[config.mk]
export PLATFORM = sky130hd
export DESIGN_NAME = instr_mem_prog
export DESIGN_NICKNAME = d
export VERILOG_FILES = /design/src/rtl/instr_mem_prog.sv
export SDC_FILE = /design/constraint.sdc
export NUM_CORES = 2
export LEC_CHECK = 0
export BUFFER_PORTS_ARGS = -buffer_cell sky130_fd_sc_hd__buf_2
export CAP_MARGIN = 20
export CORE_ASPECT_RATIO = 0.8
export CORE_MARGIN = 5
export CORE_UTILIZATION = 47
export CTS_BUF_LIST = sky130_fd_sc_hd__clkbuf_8 sky130_fd_sc_hd__clkbuf_16
export DETAILED_ROUTE_END_ITERATION = 8
export SLEW_MARGIN = 20
export SYNTH_ARGS = -nofsm -noshare
export SYNTH_HDL_FRONTEND = slang
export SYNTH_SLANG_ARGS = --single-unit
[constraint.sdc]
create_clock -name clk -period 2.3 [get_ports clk]
set_input_delay 0 -clock clk [delete_from_list [all_inputs] [get_ports clk]]
set_output_delay 0 -clock clk [all_outputs]
set_load 0.01 [all_outputs]
[src/rtl/instr_mem_prog.sv]
// Byte-addressed, big-endian instruction memory with a registered fetch port
// and a streaming byte loader (RUN / LOAD / DRAIN).
module instr_mem_prog #(
    parameter int INSTR_W     = 16,
    parameter int ADDR_W      = 16,
    parameter int DEPTH_BYTES = 256
) (
    input  logic                           clk,
    input  logic                           rst_n,
    input  logic                           prog_en,
    input  logic                           prog_we,
    input  logic [7:0]                     prog_data,
    output logic [$clog2(DEPTH_BYTES)-1:0] prog_ptr,
    output logic                           prog_ovf,
    input  logic                           fetch_req,
    input  logic [ADDR_W-1:0]              fetch_addr,
    output logic                           fetch_rdy,
    output logic                           instr_valid,
    output logic [INSTR_W-1:0]             instruction,
    output logic                           fetch_err
);

    localparam int BPI = INSTR_W / 8;
    localparam int PW  = $clog2(DEPTH_BYTES);
    // Range check is done at least 32 bits wide so large addresses never alias.
    localparam int XW  = (ADDR_W > 32) ? ADDR_W : 32;

    typedef enum logic [1:0] {
        ST_RUN   = 2'd0,
        ST_LOAD  = 2'd1,
        ST_DRAIN = 2'd2
    } state_t;

    state_t            state_r;
    state_t            state_nxt_s;
    logic [7:0]        mem_r [DEPTH_BYTES];
    logic              load_entry_s;
    logic              wr_en_s;
    logic              accept_s;
    logic              misalign_s;
    logic              oor_s;
    logic [XW-1:0]     addr_ext_s;
    logic [PW-1:0]     addr_idx_s;
    logic [INSTR_W-1:0] rd_word_s;

    assign fetch_rdy    = (state_r == ST_RUN) && !prog_en;
    assign load_entry_s = (state_r == ST_RUN) && prog_en;
    assign wr_en_s      = (state_r == ST_LOAD) && prog_we;
    assign accept_s     = fetch_req && fetch_rdy;
    assign addr_ext_s   = XW'(fetch_addr);
    assign addr_idx_s   = fetch_addr[PW-1:0];
    assign misalign_s   = (fetch_addr % ADDR_W'(BPI)) != {ADDR_W{1'b0}};
    assign oor_s        = addr_ext_s > XW'(DEPTH_BYTES - BPI);

    // Mode state register.
    always_ff @(posedge clk or negedge rst_n) begin
        if (!rst_n) begin
            state_r <= ST_RUN;
        end else begin
            state_r <= state_nxt_s;
        end
    end

    // Mode next-state logic; DRAIN gives the last loaded byte a cycle to settle.
    always_comb begin
        state_nxt_s = state_r;
        case (state_r)
            ST_RUN: begin
                if (prog_en) begin
                    state_nxt_s = ST_LOAD;
                end else begin
                    state_nxt_s = ST_RUN;
                end
            end
            ST_LOAD: begin
                if (prog_en) begin
                    state_nxt_s = ST_LOAD;
                end else begin
                    state_nxt_s = ST_DRAIN;
                end
            end
            ST_DRAIN: state_nxt_s = ST_RUN;
            default:  state_nxt_s = ST_RUN;
        endcase
    end

    // Load pointer and sticky wrap flag, both cleared on every LOAD entry.
    always_ff @(posedge clk or negedge rst_n) begin
        if (!rst_n) begin
            prog_ptr <= {PW{1'b0}};
            prog_ovf <= 1'b0;
        end else if (load_entry_s) begin
            prog_ptr <= {PW{1'b0}};
            prog_ovf <= 1'b0;
        end else if (wr_en_s) begin
            prog_ptr <= prog_ptr + PW'(1);
            if (prog_ptr == PW'(DEPTH_BYTES - 1)) begin
                prog_ovf <= 1'b1;
            end else begin
                prog_ovf <= prog_ovf;
            end
        end else begin
            prog_ptr <= prog_ptr;
            prog_ovf <= prog_ovf;
        end
    end

    // Byte array write port; contents deliberately survive reset.
    always_ff @(posedge clk) begin
        if (wr_en_s) begin
            mem_r[prog_ptr] <= prog_data;
        end
    end

    // Big-endian gather: the byte at the fetch address lands in the MSB.
    always_comb begin
        rd_word_s = {INSTR_W{1'b0}};
        for (int b = 0; b < BPI; b++) begin
            rd_word_s[INSTR_W-1-8*b -: 8] = mem_r[addr_idx_s + PW'(b)];
        end
    end

    // Registered fetch response; faults return a NOP and skip the array read.
    always_ff @(posedge clk or negedge rst_n) begin
        if (!rst_n) begin
            instr_valid <= 1'b0;
            fetch_err   <= 1'b0;
            instruction <= {INSTR_W{1'b0}};
        end else if (accept_s) begin
            instr_valid <= 1'b1;
            if (misalign_s || oor_s) begin
                fetch_err   <= 1'b1;
                instruction <= {INSTR_W{1'b0}};
            end else begin
                fetch_err   <= 1'b0;
                instruction <= rd_word_s;
            end
        end else begin
            instr_valid <= 1'b0;
            fetch_err   <= 1'b0;
            instruction <= instruction;
        end
    end

endmodule

==> results by group <==
Critical path
  • Setup CP Type: register to register
  • Reg2reg end: instruction[14]$_DFFE_PN0P_
  • CP required: 3040 ps
  • Worst endpoint data arrival time: 3420 ps
  • Worst Setup End Kind: register
  • Reg-to-reg setup timing slack: -370 ps
  • Worst-path maximum fanout: 2
  • R2R depth: 6
  • R2r startpoint: mem_r[181][6]$_DFFE_PP_
  • CP Launch Type: register

Routing
  • First-iteration detailed-routing DRC count: 9228
  • Avg Vias per Cell: 6.79
  • DR pass1 iterations: 6
  • Antenna viol nets, final: 0
  • Via Count: 59400
  • DRC: 0
  • Avg WL per Cell: 37.0 um
  • Post-Route WL: 324 mm

Timing
  • TNS Setup: -3030 ps
  • Post-layout min period: 2670 ps
  • Min Hold Slack: 122 ps
  • Slew margin rel.: 0.343
  • # setup viols final: 32
  • Setup ws final: -375 ps
  • Period utilization: 1.16
  • Tightest Pin Transition: 986 ps
  • Final Max Slew Viols: 0
  • Clock Skew: 63.9 ps
  • RSZ-0062 raised after global routing: true
  • Fmax: 374 MHz
  • Hold Fails Final Rpt: 0

Synth
  • Count leader, synth: edfxtp_1
  • Register area share after synthesis: 0.637
  • Cell variety after synth: 74
  • Mapped cell area: 97600 sq um
  • Mean Syn Cell Area: 20.0 sq um
  • Register bit total from synthesis: 2077
  • Mapped Cells: 4884
  • Post-synth top area share: 0.630
  • FFs w/ async S/R, synth: 0.0140
  • Largest cells by area after synthesis: edfxtp_1 63%, mux4_2 27%, mux2i_1 1.2%
  • Number of flops mapped to enable cells by yosys: 2048
  • Synth warn: 0
  • Syn Nets: 4919
  • Most used DFF post-synth: edfxtp_1
  • Largest area contributor in the netlist: edfxtp_1
  • Most frequent cells after synthesis: 2048 x edfxtp_1, 1152 x mux4_2, 309 x nor2_1, 275 x nand2_1, 133 x clkbuf_1

Global routing
  • Gr usage total: 0.296
  • Overflow after GRT: 0
  • Vias in the first global route: 57900
  • Initial antenna violation count: 12
  • Largest net degree at the start of global routing: 120
  • Global-route wire length before repair: 454 mm

Hold path
  • Hold depth: 9
  • Worst Hold End: instruction[12]$_DFFE_PN0P_
  • Hold path start: fetch_addr[11]
  • Worst hold path type: input port to register

Floorplanning
  • Die Wd: 520 um
  • Initial core utilization: 0.473
  • Die ar.: 217000 sq um
  • I/O pins: 57
  • Core ar.: 206000 sq um
  • Row cnt: 149
  • Die height: 418 um

Clock network
  • H-tree depth: 4
  • Clock Sinks: 2077
  • Clk_lat worst skew: 860 ps
  • TritonCTS clock tree: done
  • Reg clk slew, reported paths: 70 ps
  • Clock Path Buffers: 3
  • Root Buffer: clkbuf_16
  • Total CTS buffers: 207

Power and ir drop
  • Comb pwr share: 0.115
  • Switching share of power: 0.240
  • Clock power frac: 0.396
  • Internal power: 64.6 mW
  • Total power: 85.0 mW
  • Switching power: 20.4 mW
  • Seq pwr share: 0.489
  • Peak supply drop: 0.000787 V
  • P per Cell Area: 723 nW/um^2
  • Leak: 39.0 nW

Layout
  • Area delta synth->final: 20.5%
  • Register area: 62200 sq um
  • Fill count: 15300
  • Share of layout cells above drive strength 1: 0.465
  • Final instance area: 118000 sq um
  • Util after Layout: 0.570
  • Multi-input gate area: 34200 sq um
  • Non-filler cells, final: 8750
  • Nets: 5887

Placement
  • DPL Wire Length: 224 mm
  • Port-buffer cells: 56
  • Pre-CTS setup slack: -1410 ps
  • Placed Instances: 8315
  • DP Area: 109000 sq um
  • Final Wtd Congestion: 0.951

Job
  • Number of max-cap violations: 0

Outcome
  • Violated checks: setup timing
  • Status: complete, but fails checks
cell usage in the layout, fill, tap and decap left out, types with 25 or more instances in the layout:
cell type,Yosys,final
nor2_1,309,228
dfrtp_1,29,26
o22ai_1,26,25
buf_6,33,41
buf_12,0,170
clkbuf_16,0,211
buf_2,110,44
nor2_4,0,29
clkinv_1,3,49
o21ai_0,30,25
nor2_2,0,52
inv_1,3,39
mux2i_1,120,117
a21oi_1,61,54
buf_4,84,858
edfxtp_1,2048,2048
mux4_2,1152,1152
clkinv_2,0,43
nand2_1,275,266
dlygate4sd3_1,0,25
nand3_1,93,73
registers in the layout, summed over array words and instances (netlist names):
signal       flops
fetch_err        1
instruction     16
prog_ovf         1
instr_valid      1
prog_ptr         8
state_r          2
mem_r         2048
worst max path at each step:
stage,from,endpoint,cells past startpoint
after global placement,fetch_addr[0],instruction[2]$_DFFE_PN0P_,12
final,mem_r[181][6]$_DFFE_PP_,instruction[14]$_DFFE_PN0P_,6
after detailed placement,fetch_addr[0],instruction[2]$_DFFE_PN0P_,12
after floorplan,fetch_addr[0],instruction[2]$_DFFE_PN0P_,18
after CTS,mem_r[160][6]$_DFFE_PP_,instruction[14]$_DFFE_PN0P_,7
after global routing,mem_r[182][6]$_DFFE_PP_,instruction[14]$_DFFE_PN0P_,6
logic make-up (layout without fill, tap and decap cells):
family / Yosys count / in the layout / synth area share
compound gates: 307 / 307 / 0.0225
simple gates: 790 / 790 / 0.0345
buf+inv: 402 / 1543 / 0.0232
mux: 1290 / 1290 / 0.280
flops: 2077 / 2077 / 0.637
other cells: 0 / 7 / 0
xor+xnor: 12 / 12 / 0.00123
fa+ha+maj: 6 / 6 / 0.000769
power groups by stage:
| stage | registers, mW | clock network (mW) | logic, mW |
|---|---|---|---|
| floorplan | 42.4 | 0 | 5.15 |
| global placement | 42.4 | 0 | 9.34 |
| detailed placement | 42.4 | 0 | 9.37 |
| CTS | 41.6 | 34.1 | 9.61 |
| global route | 41.6 | 35.8 | 10.1 |
| finish | 41.6 | 33.7 | 9.78 |
final cells by class:
class,instances,share of cell area
clock inverter,173,0.0125
multi-input combinational,2405,0.291
sequential,2077,0.529
timing repair buffer,1154,0.0938
tap,2718,0.0289
inverter,7,0.000287
clock buffer,209,0.0444
antenna,7,0.000149
metal layers:
metal / track usage / vias up / routed length (um)
li1: - / 23000 / -
met2: 0.425 / 4184 / 141000
met1: 0.433 / 31600 / 127000
met5: 0.00349 / - / 27
met4: 0.110 / 4 / 13900
met3: 0.0892 / 589 / 42100
worst max-delay path, cell delays in order (launching register included):
cell	delay, ps
edfxtp_1	400
mux4_2	520
mux4_2	570
a211o_1	310
o211ai_1	500
buf_4	220
o21ai_2	40
what timing repair did:
| action | CTS | global route |
|---|---|---|
| setup buffers | 20 | 4 |
| resized for setup | 111 | 130 |
| gates cloned | 1 | 2 |
| endpoints found under the hold margin | 1355 | 0 |
| pin swaps | 54 | 26 |
| endpoints found under the setup margin | 171 | 752 |
| hold buffers | 26 | 0 |
Note: power is estimated with default switching activity, not from simulation.
